`config.mk`:
```
export PLATFORM = sky130hd
export DESIGN_NAME = fetch_pq
export DESIGN_NICKNAME = d
export VERILOG_FILES = /design/src/rtl/fetch_pkg.sv /design/src/rtl/fetch_fifo.sv /design/src/rtl/fetch_pq.sv
export SDC_FILE = /design/constraint.sdc
export NUM_CORES = 1
export LEC_CHECK = 0
export ABC_AREA = 0
export BUFFER_PORTS_ARGS = -buffer_cell sky130_fd_sc_hd__buf_2
export CORE_MARGIN = 2
export CORE_UTILIZATION = 62
export CTS_CLUSTER_DIAMETER = 100
export DETAILED_ROUTE_END_ITERATION = 7
export HOLD_SLACK_MARGIN = 0.1
export PLACE_DENSITY_LB_ADDON = 0.08
export RECOVER_POWER = 100
export SYNTH_ARGS = -nofsm -noshare
export SYNTH_HDL_FRONTEND = slang
export SYNTH_SLANG_ARGS = --single-unit
export TNS_END_PERCENT = 50
```
`constraint.sdc`:
```
create_clock -name clk -period 15.6 [get_ports clk]
set_input_delay 0.78 -clock clk [delete_from_list [all_inputs] [get_ports clk]]
set_output_delay 0.78 -clock clk [all_outputs]
set_load 0.02 [all_outputs]
```
`src/rtl/fetch_pkg.sv`:
```
// fetch_pkg: shared types and constants for the prefetching fetch unit
package fetch_pkg;
  localparam logic [31:0] FETCH_INT_INST = 32'hA7C00000;
  typedef enum logic [1:0] {INT_NONE = 2'b00, INT0 = 2'b01, INT1 = 2'b10} int_code_t;
  typedef struct packed {
    logic [31:0] inst;
    logic [31:0] pc;
  } fetch_entry_t;
endpackage

```
`src/rtl/fetch_fifo.sv`:
```
// fetch_fifo: synchronous FIFO with flush (flush beats push), push on full legal with pop
module fetch_fifo
  import fetch_pkg::*;
#(
  parameter int W = $bits(fetch_entry_t),
  parameter int DEPTH = 4,
  localparam int AW = $clog2(DEPTH)
) (
  input  logic          clk,
  input  logic          rst,
  input  logic          push,
  input  logic          pop,
  input  logic          flush,
  input  logic [W-1:0]  din,
  output logic [W-1:0]  dout,
  output logic          full,
  output logic          empty,
  output logic [AW:0]   count
);
  logic [W-1:0] mem [DEPTH];
  logic [AW-1:0] wr, rd;
  logic do_push, do_pop;
  assign full = count == (AW+1)'(DEPTH);
  assign empty = count == '0;
  assign dout = mem[rd];
  assign do_pop = pop && !empty;
  assign do_push = push && (!full || do_pop);
  // pointer and occupancy bookkeeping
  always_ff @(posedge clk or posedge rst)
    if (rst) begin
      wr <= '0;
      rd <= '0;
      count <= '0;
    end else if (flush) begin
      wr <= '0;
      rd <= '0;
      count <= '0;
    end else begin
      wr <= wr + AW'(do_push);
      rd <= rd + AW'(do_pop);
      count <= count + (AW+1)'(do_push) - (AW+1)'(do_pop);
    end
  // storage, left unreset since reads are masked by empty
  always_ff @(posedge clk)
    if (do_push && !flush) mem[wr] <= din;
endmodule

```
`src/rtl/fetch_pq.sv`:
```
// fetch_pq: prefetching fetch queue with redirect drop and interrupt injection (FETCH_INT_EN)
module fetch_pq
  import fetch_pkg::*;
#(
  parameter int N = 32,
  parameter int DEPTH = 4,
  parameter logic [N-1:0] RESET_PC = '0
) (
  input  logic         clk,
  input  logic         rst,
  input  logic         redirect_valid,
  input  logic [N-1:0] redirect_pc,
  input  logic         halt,
  output logic         imem_req,
  output logic [N-1:0] imem_addr,
  input  logic         imem_gnt,
  input  logic         imem_rvalid,
  input  logic [N-1:0] imem_rdata,
  output logic         out_valid,
  input  logic         out_ready,
  output logic [N-1:0] out_inst,
  output logic [N-1:0] out_pc,
  input  logic [1:0]   interrupt,
  output logic [1:0]   out_inter
);
  localparam int CW = $clog2(DEPTH) + 1;
  logic [N-1:0] fetch_pc, resp_pc, head_inst, head_pc;
  logic [CW-1:0] outstanding, drop_cnt, count;
  logic empty, full, push, pop, issued, drop;
  assign imem_req = !rst && !halt && !redirect_valid &&
                    (({1'b0, count} + {1'b0, outstanding}) < (CW+1)'(DEPTH));
  assign imem_addr = fetch_pc;
  assign issued = imem_req && imem_gnt;
  assign drop = redirect_valid || drop_cnt != '0;
  assign push = imem_rvalid && !drop;
  fetch_fifo #(.W(2*N), .DEPTH(DEPTH)) u_q (
    .clk(clk), .rst(rst), .push(push), .pop(pop), .flush(redirect_valid),
    .din({imem_rdata, resp_pc}), .dout({head_inst, head_pc}),
    .full(full), .empty(empty), .count(count)
  );
  // fetch/response PCs and in-flight credit; resp_pc tracks the next accepted response
  always_ff @(posedge clk or posedge rst)
    if (rst) begin
      fetch_pc <= RESET_PC;
      resp_pc <= RESET_PC;
      outstanding <= '0;
      drop_cnt <= '0;
    end else begin
      fetch_pc <= redirect_valid ? redirect_pc : fetch_pc + N'(issued ? 4 : 0);
      resp_pc <= redirect_valid ? redirect_pc : resp_pc + N'(push ? 4 : 0);
      outstanding <= outstanding + CW'(issued) - CW'(imem_rvalid);
      drop_cnt <= redirect_valid ? outstanding - CW'(imem_rvalid)
                                 : drop_cnt - CW'(imem_rvalid && drop_cnt != '0);
    end
`ifdef FETCH_INT_EN
  logic int_pend;
  int_code_t int_code;
  // interrupt latch: first nonzero request wins until its trap is handed to decode
  always_ff @(posedge clk or posedge rst)
    if (rst) begin
      int_pend <= 1'b0;
      int_code <= INT_NONE;
    end else if (int_pend) begin
      if (out_ready) int_pend <= 1'b0;
    end else if (|interrupt) begin
      int_pend <= 1'b1;
      int_code <= interrupt[1] ? INT1 : INT0;
    end
  assign out_valid = !empty || int_pend;
  assign pop = out_ready && !int_pend;
  assign out_inst = int_pend ? N'(FETCH_INT_INST) : (empty ? '0 : head_inst);
  assign out_pc = empty ? (int_pend ? fetch_pc : '0) : head_pc;
  assign out_inter = int_pend ? int_code : INT_NONE;
`else
  logic unused_int;
  assign unused_int = ^interrupt;
  assign out_valid = !empty;
  assign pop = out_ready;
  assign out_inst = empty ? '0 : head_inst;
  assign out_pc = empty ? '0 : head_pc;
  assign out_inter = 2'b00;
`endif
endmodule

```
* Word level (Yosys, flattened, before mapping)
Memories as Yosys holds them, arrays and structs flattened. Cells that the tools add are included.
Storage, ports and cells: register bits 77, bits in writable memories 256, input port bits 73, output and inout port bits 100, memories kept 1
Memory list:
- u_q.mem | depth 4, width 64, rd ports 1, clocked after Yosys merged registers in 0, write ports 1, RTL line fetch_fifo.sv:20 | logic [W-1:0] mem [DEPTH];
Operators by class: $add $sub $neg 11, $lt $le $gt $ge 1, equal/unequal tests 1, multiplexer cells 12, reduce and logical (&&, ||, !) cells 19
Operators by type and width (count):
- 32-bit 2-to-1 mux | 4
- 32-bit by 3-bit adder with 32-bit output | 2
- 3-bit 2-to-1 mux | 4
- 3-bit by 1-bit subtractor with 3-bit output | 4
- 1-bit logical AND | 9
- 3-bit by 1-bit adder with 3-bit output | 2
- 1-bit zero test | 6
- 2-bit by 1-bit adder with 2-bit output | 2
- 3-bit by 3-bit adder with 4-bit output | 1
- 4-bit by 3-bit less-than comparator with 1-bit output (second input constant) | 1
- 2-bit 2-to-1 mux | 2
- 3-bit equality test (second input constant) | 1
- 3-bit zero test | 1
- 3-bit nonzero test | 1
- 1-bit logical OR | 2
- 1-bit 2-to-1 mux | 2

* Depth between registers and ports, before layout
Gate-level depths: netlist (run 1).
word-level depth 8, mapped depth 11

* Cells and area by module
From an unflattened synthesis (run 1), not the netlist that was laid out.
Second synthesis, totals: cells, all modules 863, area, all modules 14157.3 um^2
By module, submodules not included:
- fetch_fifo | instances 1, cells each 371, area each 9725.6 um^2, seq. area each 7862.5 um^2
- fetch_pq | instances 1, cells each 492, area each 4431.8 um^2, seq. area each 1701.6 um^2

* Worst setup path after synthesis (run 1)
Ideal clock, no wire load.
path kind input to register, from input redirect_valid, to memory u_q.mem[2][0] (netlist name) (enable), setup time 0.578 ns, arrival time 6.102 ns, slack 8.920 ns, stages on the path 5, buffers on the path 1, cell sequence clkbuf_1 > inv_1 > and3_1 > o41ai_1 > nor3b_1
Between the ends: longest elaborated chain between the ends 7, elaborated cells between the ends (all ways) 8
RTL lines:
- start, declared | RTL line fetch_pq.sv:11 | input logic redirect_valid,
- 1-bit logical OR | RTL line fetch_pq.sv:34 | assign drop = redirect_valid || drop_cnt != '0;
- 1-bit zero test | RTL line fetch_pq.sv:35 | assign push = imem_rvalid && !drop;
- 1-bit logical AND | RTL line fetch_pq.sv:35
- 1-bit logical AND | RTL line fetch_fifo.sv:27 | assign do_push = push && (!full || do_pop);
- 1-bit logical AND * | RTL line fetch_fifo.sv:45 | if (do_push && !flush) mem[wr] <= din;
- 1-bit 2-to-1 mux * | RTL line fetch_fifo.sv:45
- 1-bit 2-to-1 mux (not written as such) * | RTL line fetch_fifo.sv:45
- end, declared | RTL line fetch_fifo.sv:20
Mark *: on every way between the ends. The rest lies on a longest branch, timed or not.

* Worst setup path in the final report (run 1)
from input redirect_valid, to memory u_q.mem[3][48] (netlist name) (enable)
Same word-level chain as after synthesis.

==> results.md, run 1 <==
- CTS buffer count: 34
- Most common cell after layout, fill and taps aside: edfxtp_1
- Most frequent cells in the layout: 256 x edfxtp_1, 98 x clkbuf_1, 82 x buf_2
- Yosys top cell by area: edfxtp_1
- CP max FO: 64
- Post-CTS setup buffer count: 0
- Worst r2r src: drop_cnt[1]
- Routed wl met2: 13.23 mm
- Required @ worst endpoint: 15.26 ns
- CTS Buffer Depth: 3
- RSZ-0062 raised after global routing: false
- Final Power: 2.442 mW
- Worst clock skew: 0.01475 ns
- CTS resizes: 0
- Total grt overflow: 0
- Gr usage total: 23.12%
- Synth warnings: 0
- Slew @ Worst Pin: 4.064 ns
- CORE AREA: 21960 um^2
- Post-DRT Antenna Nets: 0
- Fill count: 1447
- R2R Setup Slk: 10.92 ns
- Final #Nets: 1114
- Prevailing post-synth register cell: edfxtp_1
- Final setup viols: 0
- Area growth syn-to-layout: 14.89%
- Slew headroom: -171.0%
- # IOs: 173
- Worst hold-check path type: in2async
- PnR worst setup slack: 9.857 ns
- Setup TNS: 0 ns
- DR iter-0 viols: 579
- Die Y: 153.9 um
- DR top layer: met4
- R2R cell count: 6
- PortBufs: 168
- Sequential share of the synthesized area: 68.62%
- Pre-CTS setup slack: 11.84 ns
- Routed len/inst: 20.10 um
- Mapped Area: 13940 um^2
- First-pass GRT wire length: 42.75 mm
- Final Hold Vio Count: 0
- R2R Path End: u_q.mem[3][48]
- # H-tree levels: 2
- Slew Limit Fails: 443
- Mapped Cells: 851
- WP data arrival: 5.40 ns
- Setup CP Type: in2reg
- Remaining DRCs: 0
- Met3 WL post-DR: 1.424 mm
- Post-synthesis area per instance: 16.38 um^2
- Clock transition at path regs: 0.06 ns
- LEAKAGE: 5.524 nW
- Initial core utilization: 63.48%
- Placed inst area: 15050 um^2
- Clock sink total: 331
- Initial DRT Pass Iterations: 4
- Share of cells above drive strength 1: 21.85%
- Ys async rst share: 22.66%
- EDFF count, synth: 256
- Row count: 54
- Chip width: 153.9 um
- Yosys cell types: 52
- Initial antenna violation count: 0
- Crit. End Element: register
- Final min period: 5.743 ns
- Synth Register Bits: 331
- Synth area leaders: edfxtp_1 55%, dfrtp_1 13%, mux4_2 10%
- Vias after detailed routing: 7973
- Top cell type's share of synthesized area: 55.15%
- Final core occ: 72.93%
- Hpwl dp: 15.77 mm
- Die ar.: 23700 um^2
- Number of vias per cell: 6.004
- Skew-Pair Late Insertion Delay: 0.50 ns
- CTS tree: done
- Antenna diodes: 0
- Failing checks: max-capacitance violations, max-slew violations
- Max Freq: 174.1 MHz
- Worst vdd ir: 0.08565 mV
- # Max-Cap Violations: 7
- Largest net degree at the start of global routing: 70
- GPL Wtd Cong: 0.8215
- M1 wire length: 11.60 mm
- Design area: 16010 um^2
- Vias in the first global route: 7989
- Hold buffer count at CTS: 0
- Root Buffer: clkbuf_16
- Cell Pwr Density: 152.5 nW/um^2
- Fin crit share: 36.82%
- Status: complete, but fails checks
- Startpoint Class: input pin
- Total Wirelength: 26.70 mm
## how the worst max path moves through the flow
| stage | slack, ns | cells past startpoint | start | endpoint |
|---|---|---|---|---|
| 6_report | 9.86 | 8 | redirect_valid | u_q.mem[3][48] |
| 5_1_grt | 9.22 | 8 | redirect_valid | u_q.mem[3][20] |
| 4_1_cts | 11.67 | 4 | u_q.rd[0] | out_pc[20] |
| 3_5_place_dp | 11.84 | 10 | redirect_valid | resp_pc[18] |
| 3_3_place_gp | 11.88 | 10 | redirect_valid | resp_pc[18] |
| 2_1_floorplan | 8.92 | 5 | redirect_valid | u_q.mem[2][0] |
## through the flow
step,std cells,hold WS [ns]
final,1328,0.2095
after global routing,1328,0.2204
after CTS,1328,0.1572
after detailed placement,1267,0.5503
after global placement,1267,0.5416
after floorplan,852,0.4820
## cell families after synthesis
group                      after synthesis  share of synthesized area, %
AOI/OAI and AO/OA                       78                         3.977
xor gates and xnor gates                26                         1.634
adders and majority gates               18                         1.724
buffers and inverters                   68                         2.056
DFF                                    331                         68.62
muxes                                   81                         11.70
other                                    1                       0.02690
and+or+nand+nor                        248                         10.27
## state kept, by name (all words and copies together) (netlist names)
register     count
drop_cnt         3
u_q.rd           2
u_q.count        3
u_q.wr           2
imem_addr       31
u_q.mem        256
resp_pc         31
outstanding      3
## synthesized netlist by cell type, drive strengths merged, types with 2 or more instances
library cell and n:
a211o 4, a211oi 7, a21oi 6, a311oi 17
a31oi 16, and2 67, and3 10, and4 9
buf 19, clkbuf 26, dfrtp 75, edfxtp 256
fa 2, ha 16, inv 23, mux2 15
mux2i 2, mux4 64, nand2 23, nand3 19
nand4 12, nor2 38, nor2b 13, nor3 20
nor3b 5, nor4 9, o21ai 12, o31ai 9
or3 8, or4 12, xnor2 20, xor2 6
## power by group
part | switching [mW] | leakage [nW] | internal (mW) | total [mW]
logic | 0.327 | 1.81 | 0.241 | 0.567
registers | 0.0658 | 3.17 | 1.00 | 1.07
clock network | 0.323 | 0.546 | 0.482 | 0.805
total | 0.716 | 5.52 | 1.73 | 2.44
## metal layers
metal | GRT usage (%) | up-vias
met1 | 32.82 | 4021
met5 | 0 | -
met2 | 38.37 | 245
li1 | - | 3675
met3 | 4.002 | 32
met4 | 5.429 | 0
## critical path, stage by stage
cell      delay [ns]
buf_2           0.07
clkbuf_1        1.97
inv_1           0.17
and3_1          0.32
o41ai_1         0.17
inv_1           0.19
and3_2          0.26
clkbuf_1        1.44
## area by class of cell
cell class                 count  area (um^2)  share of cell area [%]
timing repair buffer         180        789.5                   4.930
sequential                   331         9569                   59.75
clock inverter                21        193.9                   1.211
tap                          280        350.3                   2.188
clock buffer                  40        937.1                   5.852
inverter                      23        86.33                  0.5391
multi-input combinational    453         4088                   25.53
Note: power is estimated with default switching activity, not from simulation.
==> inputs of run 2 (changes only) <==
--- a/config.mk
+++ b/config.mk
@@ -5,10 +5,10 @@
 export SDC_FILE = /design/constraint.sdc
 export NUM_CORES = 1
 export LEC_CHECK = 0
-export ABC_AREA = 0
+export ABC_AREA = 1
 export BUFFER_PORTS_ARGS = -buffer_cell sky130_fd_sc_hd__buf_2
 export CORE_MARGIN = 2
-export CORE_UTILIZATION = 62
+export CORE_UTILIZATION = 58
 export CTS_CLUSTER_DIAMETER = 100
 export DETAILED_ROUTE_END_ITERATION = 7
 export HOLD_SLACK_MARGIN = 0.1
==> constraint.sdc (replaced) <==
create_clock -name clk -period 6 [get_ports clk]
set_input_delay 0.3 -clock clk [delete_from_list [all_inputs] [get_ports clk]]
set_output_delay 0.3 -clock clk [all_outputs]
set_load 0.02 [all_outputs]
==> results.md, run 2 <==
- Final setup viols: 0 (unchanged)
- WP buf/inv: 3 (was 5)
- Design area: 17010 um^2 (was 16010 um^2)
- Slew @ Worst Pin: 2.689 ns (was 4.064 ns)
- Share of cells above drive strength 1: 7.074% (was 21.85%)
- DR iter-0 viols: 845 (was 579)
- Top cell type's share of synthesized area: 53.19% (was 55.15%)
- Largest net degree at the start of global routing: 81 (was 70)
- Antenna diodes: 0 (unchanged)
- GPL Wtd Cong: 0.8898 (was 0.8215)
- CORE AREA: 24390 um^2 (was 21960 um^2)
- Post-Synth XOR/XNOR Area: 0.6667% (was 1.634%)
- LEAKAGE: 6.522 nW (was 5.524 nW)
- Ys async rst share: 22.66% (unchanged)
- Failing checks: max-capacitance violations, max-slew violations (unchanged)
- Crit-path leading delay family: buffers and inverters (unchanged)
- Gr usage total: 24.86% (was 23.12%)
- Max Freq: 242.8 MHz
- Chip width: 161.9 um (was 153.9 um)
- # IOs: 173 (unchanged)
- Count leader, synth: nor2_1 (was edfxtp_1)
- CP max FO: 72 (was 64)
- WP data arrival: 3.82 ns (was 5.40 ns)
- Final #Nets: 1732 (was 1114)
- Top post-synthesis cells by count: 346 x nor2_1, 256 x edfxtp_1, 240 x nand2_1 (was 256 x edfxtp_1, 75 x dfrtp_1, 67 x and2_1)
- Post-DRT Antenna Nets: 0 (unchanged)
- EDFF count, synth: 256 (unchanged)
- Most common cell after layout, fill and taps aside: nor2_1 (was edfxtp_1)
- Root Buffer: clkbuf_16 (unchanged)
- Synth Area in Compound Gates: 8.381% (was 3.977%)
- Placed inst area: 15520 um^2 (was 15050 um^2)
- CTS buffer count: 35 (was 34)
- Synth area leaders: edfxtp_1 53%, dfrtp_1 13%, nor2_1 9.0% (was edfxtp_1 55%, dfrtp_1 13%, mux4_2 10%)
- RSZ-0062 raised after global routing: false (unchanged)
- # Max-Cap Violations: 7 (unchanged)
- Final min period: 4.119 ns
- Final Hold Vio Count: 0 (unchanged)
- Prevailing post-synth register cell: edfxtp_1 (unchanged)
- Initial DRT Pass Iterations: 7 (was 4)
- Routed len/inst: 16.28 um (was 20.10 um)
- Die Y: 161.9 um (was 153.9 um)
- Main combinational cell family by area after synthesis: simple AND/OR/NAND/NOR gates (was multiplexers)
- Vias after detailed routing: 10730 (was 7973)
- Cell total after placement: 1864 (was 1267)
- Sequential share of the synthesized area: 66.18% (was 68.62%)
- Worst hold-check path type: in2async (unchanged)
- Yosys cell types: 33 (was 52)
- Mapped Area: 14450 um^2 (was 13940 um^2)
- Most frequent cells in the layout: 351 x nor2_1, 256 x edfxtp_1, 242 x nand2_1 (was 256 x edfxtp_1, 98 x clkbuf_1, 82 x buf_2)
- Worst clock skew: 0.01599 ns (was 0.01475 ns)
- Largest register FFs: 256 (unchanged)
- Vias in the first global route: 10280 (was 7989)
- First-pass GRT wire length: 51.38 mm (was 42.75 mm)
- # H-tree levels: 2 (unchanged)
- Final non-filler cell total: 1992 (was 1328)
- Met3 usage: 3.677% (was 4.002%)
- PortBufs: 168 (unchanged)
- Die ar.: 26200 um^2 (was 23700 um^2)
- Total grt overflow: 0 (unchanged)
- Worst vdd ir: 0.2780 mV (was 0.08565 mV)
- Met1 GRT Util: 33.85% (was 32.82%)
- Slew Limit Fails: 457 (was 443)
- Total Wirelength: 32.44 mm (was 26.70 mm)
- Skew-Pair Late Insertion Delay: 0.52 ns (was 0.50 ns)
- Area growth syn-to-layout: 17.71% (was 14.89%)
- Mux share of post-synthesis cell area: 0.1385% (was 11.70%)
- Setup CP Type: reg2out (was in2reg)
- Clock sink total: 331 (unchanged)
- GR Util met2: 41.41% (was 38.37%)
- Clock transition at path regs: 0.06 ns (about the same)
- Setup TNS: 0 ns (unchanged)
- Mapped Cells: 1424 (was 851)
- R2R Setup Slk: 2.83 ns (was 10.92 ns)
- Fin crit share: 68.65%
- Cell Pwr Density: 379.4 nW/um^2 (was 152.5 nW/um^2)
- Largest register by flop count: u_q.mem (unchanged)
- Worst-path cell chain: clkinv_2 > clkbuf_2 > o21ai_0 > a21oi_1 > clkbuf_1 (was buf_2 > clkbuf_1 > inv_1 > and3_1 > o41ai_1 > inv_1 > and3_2 > clkbuf_1)
- Initial core utilization: 59.25% (was 63.48%)
- Slew headroom: -79.26% (was -171.0%)
- Status: complete, but fails checks (unchanged)
- Most used routing layer: met2 (unchanged)
- Crit-path slowest cell: clkbuf_2 (was clkbuf_1)
- Startpoint Class: register (was input pin)
- Row count: 57 (was 54)
- CTS Buffer Depth: 3 (unchanged)
- Crit. End Element: output port (was register)
- Post-CTS setup buffer count: 0 (unchanged)
- Synth Area in Simple Gates: 18.90% (was 10.27%)
- Hpwl dp: 18.23 mm (was 15.77 mm)
- Required @ worst endpoint: 5.70 ns (was 15.26 ns)
- CTS tree: done (unchanged)
- Critical Path Max Stage Delay: 0.88 ns (was 1.97 ns)
- Remaining DRCs: 0 (unchanged)
- Yosys top cell by area: edfxtp_1 (unchanged)
- Fill count: 1908 (was 1447)
- Initial antenna violation count: 0 (unchanged)
- Synth warnings: 0 (unchanged)
- Synth Area in Adders: 1.662% (was 1.724%)
- Synth Register Bits: 331 (unchanged)
- Number of vias per cell: 5.384 (was 6.004)
- Post-synthesis area per instance: 10.15 um^2 (was 16.38 um^2)
[run 2: cell count changes in the layout (fill, tap and decap cells not counted), moves of 41 or more]
cell	previous run	this run
a21oi_1	6	74
and2_0	46	0
buf_2	82	41
dlygate4sd3_1	0	64
inv_1	23	74
mux4_2	64	0
nand2_1	23	242
nand3_1	19	62
nor2_1	38	351
o21ai_0	12	154
[run 2: final timing paths]
check | from | endpoint | cells after the start
min in group clk | imem_rvalid | drop_cnt[0] | 3
hold reg to reg | outstanding[1] | outstanding[2] | 1
setup / recovery | u_q.rd[0] | out_inst[12] | 5
hold / removal | rst | outstanding[0] | 3
setup reg to reg | u_q.count[1] | imem_addr[26] | 14
max in group asynchronous | rst | u_q.rd[0] | 3
[run 2: final cells by class]
cell class / count / area [um^2] / area share [%]
inverter: 78 / 294.0 / 1.728
clock buffer: 44 / 930.9 / 5.472
sequential: 331 / 9569 / 56.25
timing repair buffer: 243 / 1386 / 8.149
multi-input combinational: 952 / 4289 / 25.21
clock inverter: 20 / 136.4 / 0.8017
tap: 324 / 405.4 / 2.383
[run 2: power breakdown]
part,internal [mW],switching (mW),total (mW)
combinational,0.474,1.22,1.70
sequential,2.60,0.152,2.75
clock,1.15,0.851,2.00
total,4.23,2.23,6.45
[run 2: metal layers]
| metal | vias to the layer above | part of all wire (%) |
|---|---|---|
| li1 | 5234 | - |
| met5 | - | 0 |
| met1 | 5076 | 43 |
| met2 | 359 | 48 |
| met3 | 56 | 6.5 |
| met4 | 0 | 2.5 |
[run 2: logic make-up (layout without fill, tap and decap cells)]
group	Yosys count	after routing
and+or+nand+nor	680	680
other	1	2
xor gates and xnor gates	11	11
AOI/OAI and AO/OA	239	239
muxes	2	2
buffers and inverters	142	385
adders and majority gates	18	18
DFF	331	331
[run 2: timing repair]
| action | 4_1_cts | 5_1_grt |
|---|---|---|
| hold buffers | 64 | 0 |
| hold endpoints to repair | 190 | 0 |
| gates resized for setup | 0 | 0 |
| setup endpoints to repair | 0 | 0 |
[run 2: stage by stage]
step                utilization [%]  setup WS [ns]  hold slack [ns]  power (mW)
floorplan                         -         0.2980           0.3989       3.957
finish                        69.74          1.881          0.08030       6.453
CTS                           70.65          2.355           0.1232       6.560
global placement              63.65          3.037           0.4917       4.490
detailed placement            63.65          2.899           0.4980       4.529
global route                  69.74          1.554           0.1743       6.783
[run 2: worst reg2reg max path: stages, from the launching register on]
cell and delay, ns:
dfrtp_1 0.46, ha_1 0.21, or2_2 0.29, nor4_1 0.39
nand2_1 0.14, inv_1 0.11, ha_1 0.19, nand2_1 0.16
nor2_8 0.21, nand2_1 0.14, nor2_1 0.41, nand2_1 0.09
nand2_1 0.08, nand3_1 0.06, nand2_1 0.14
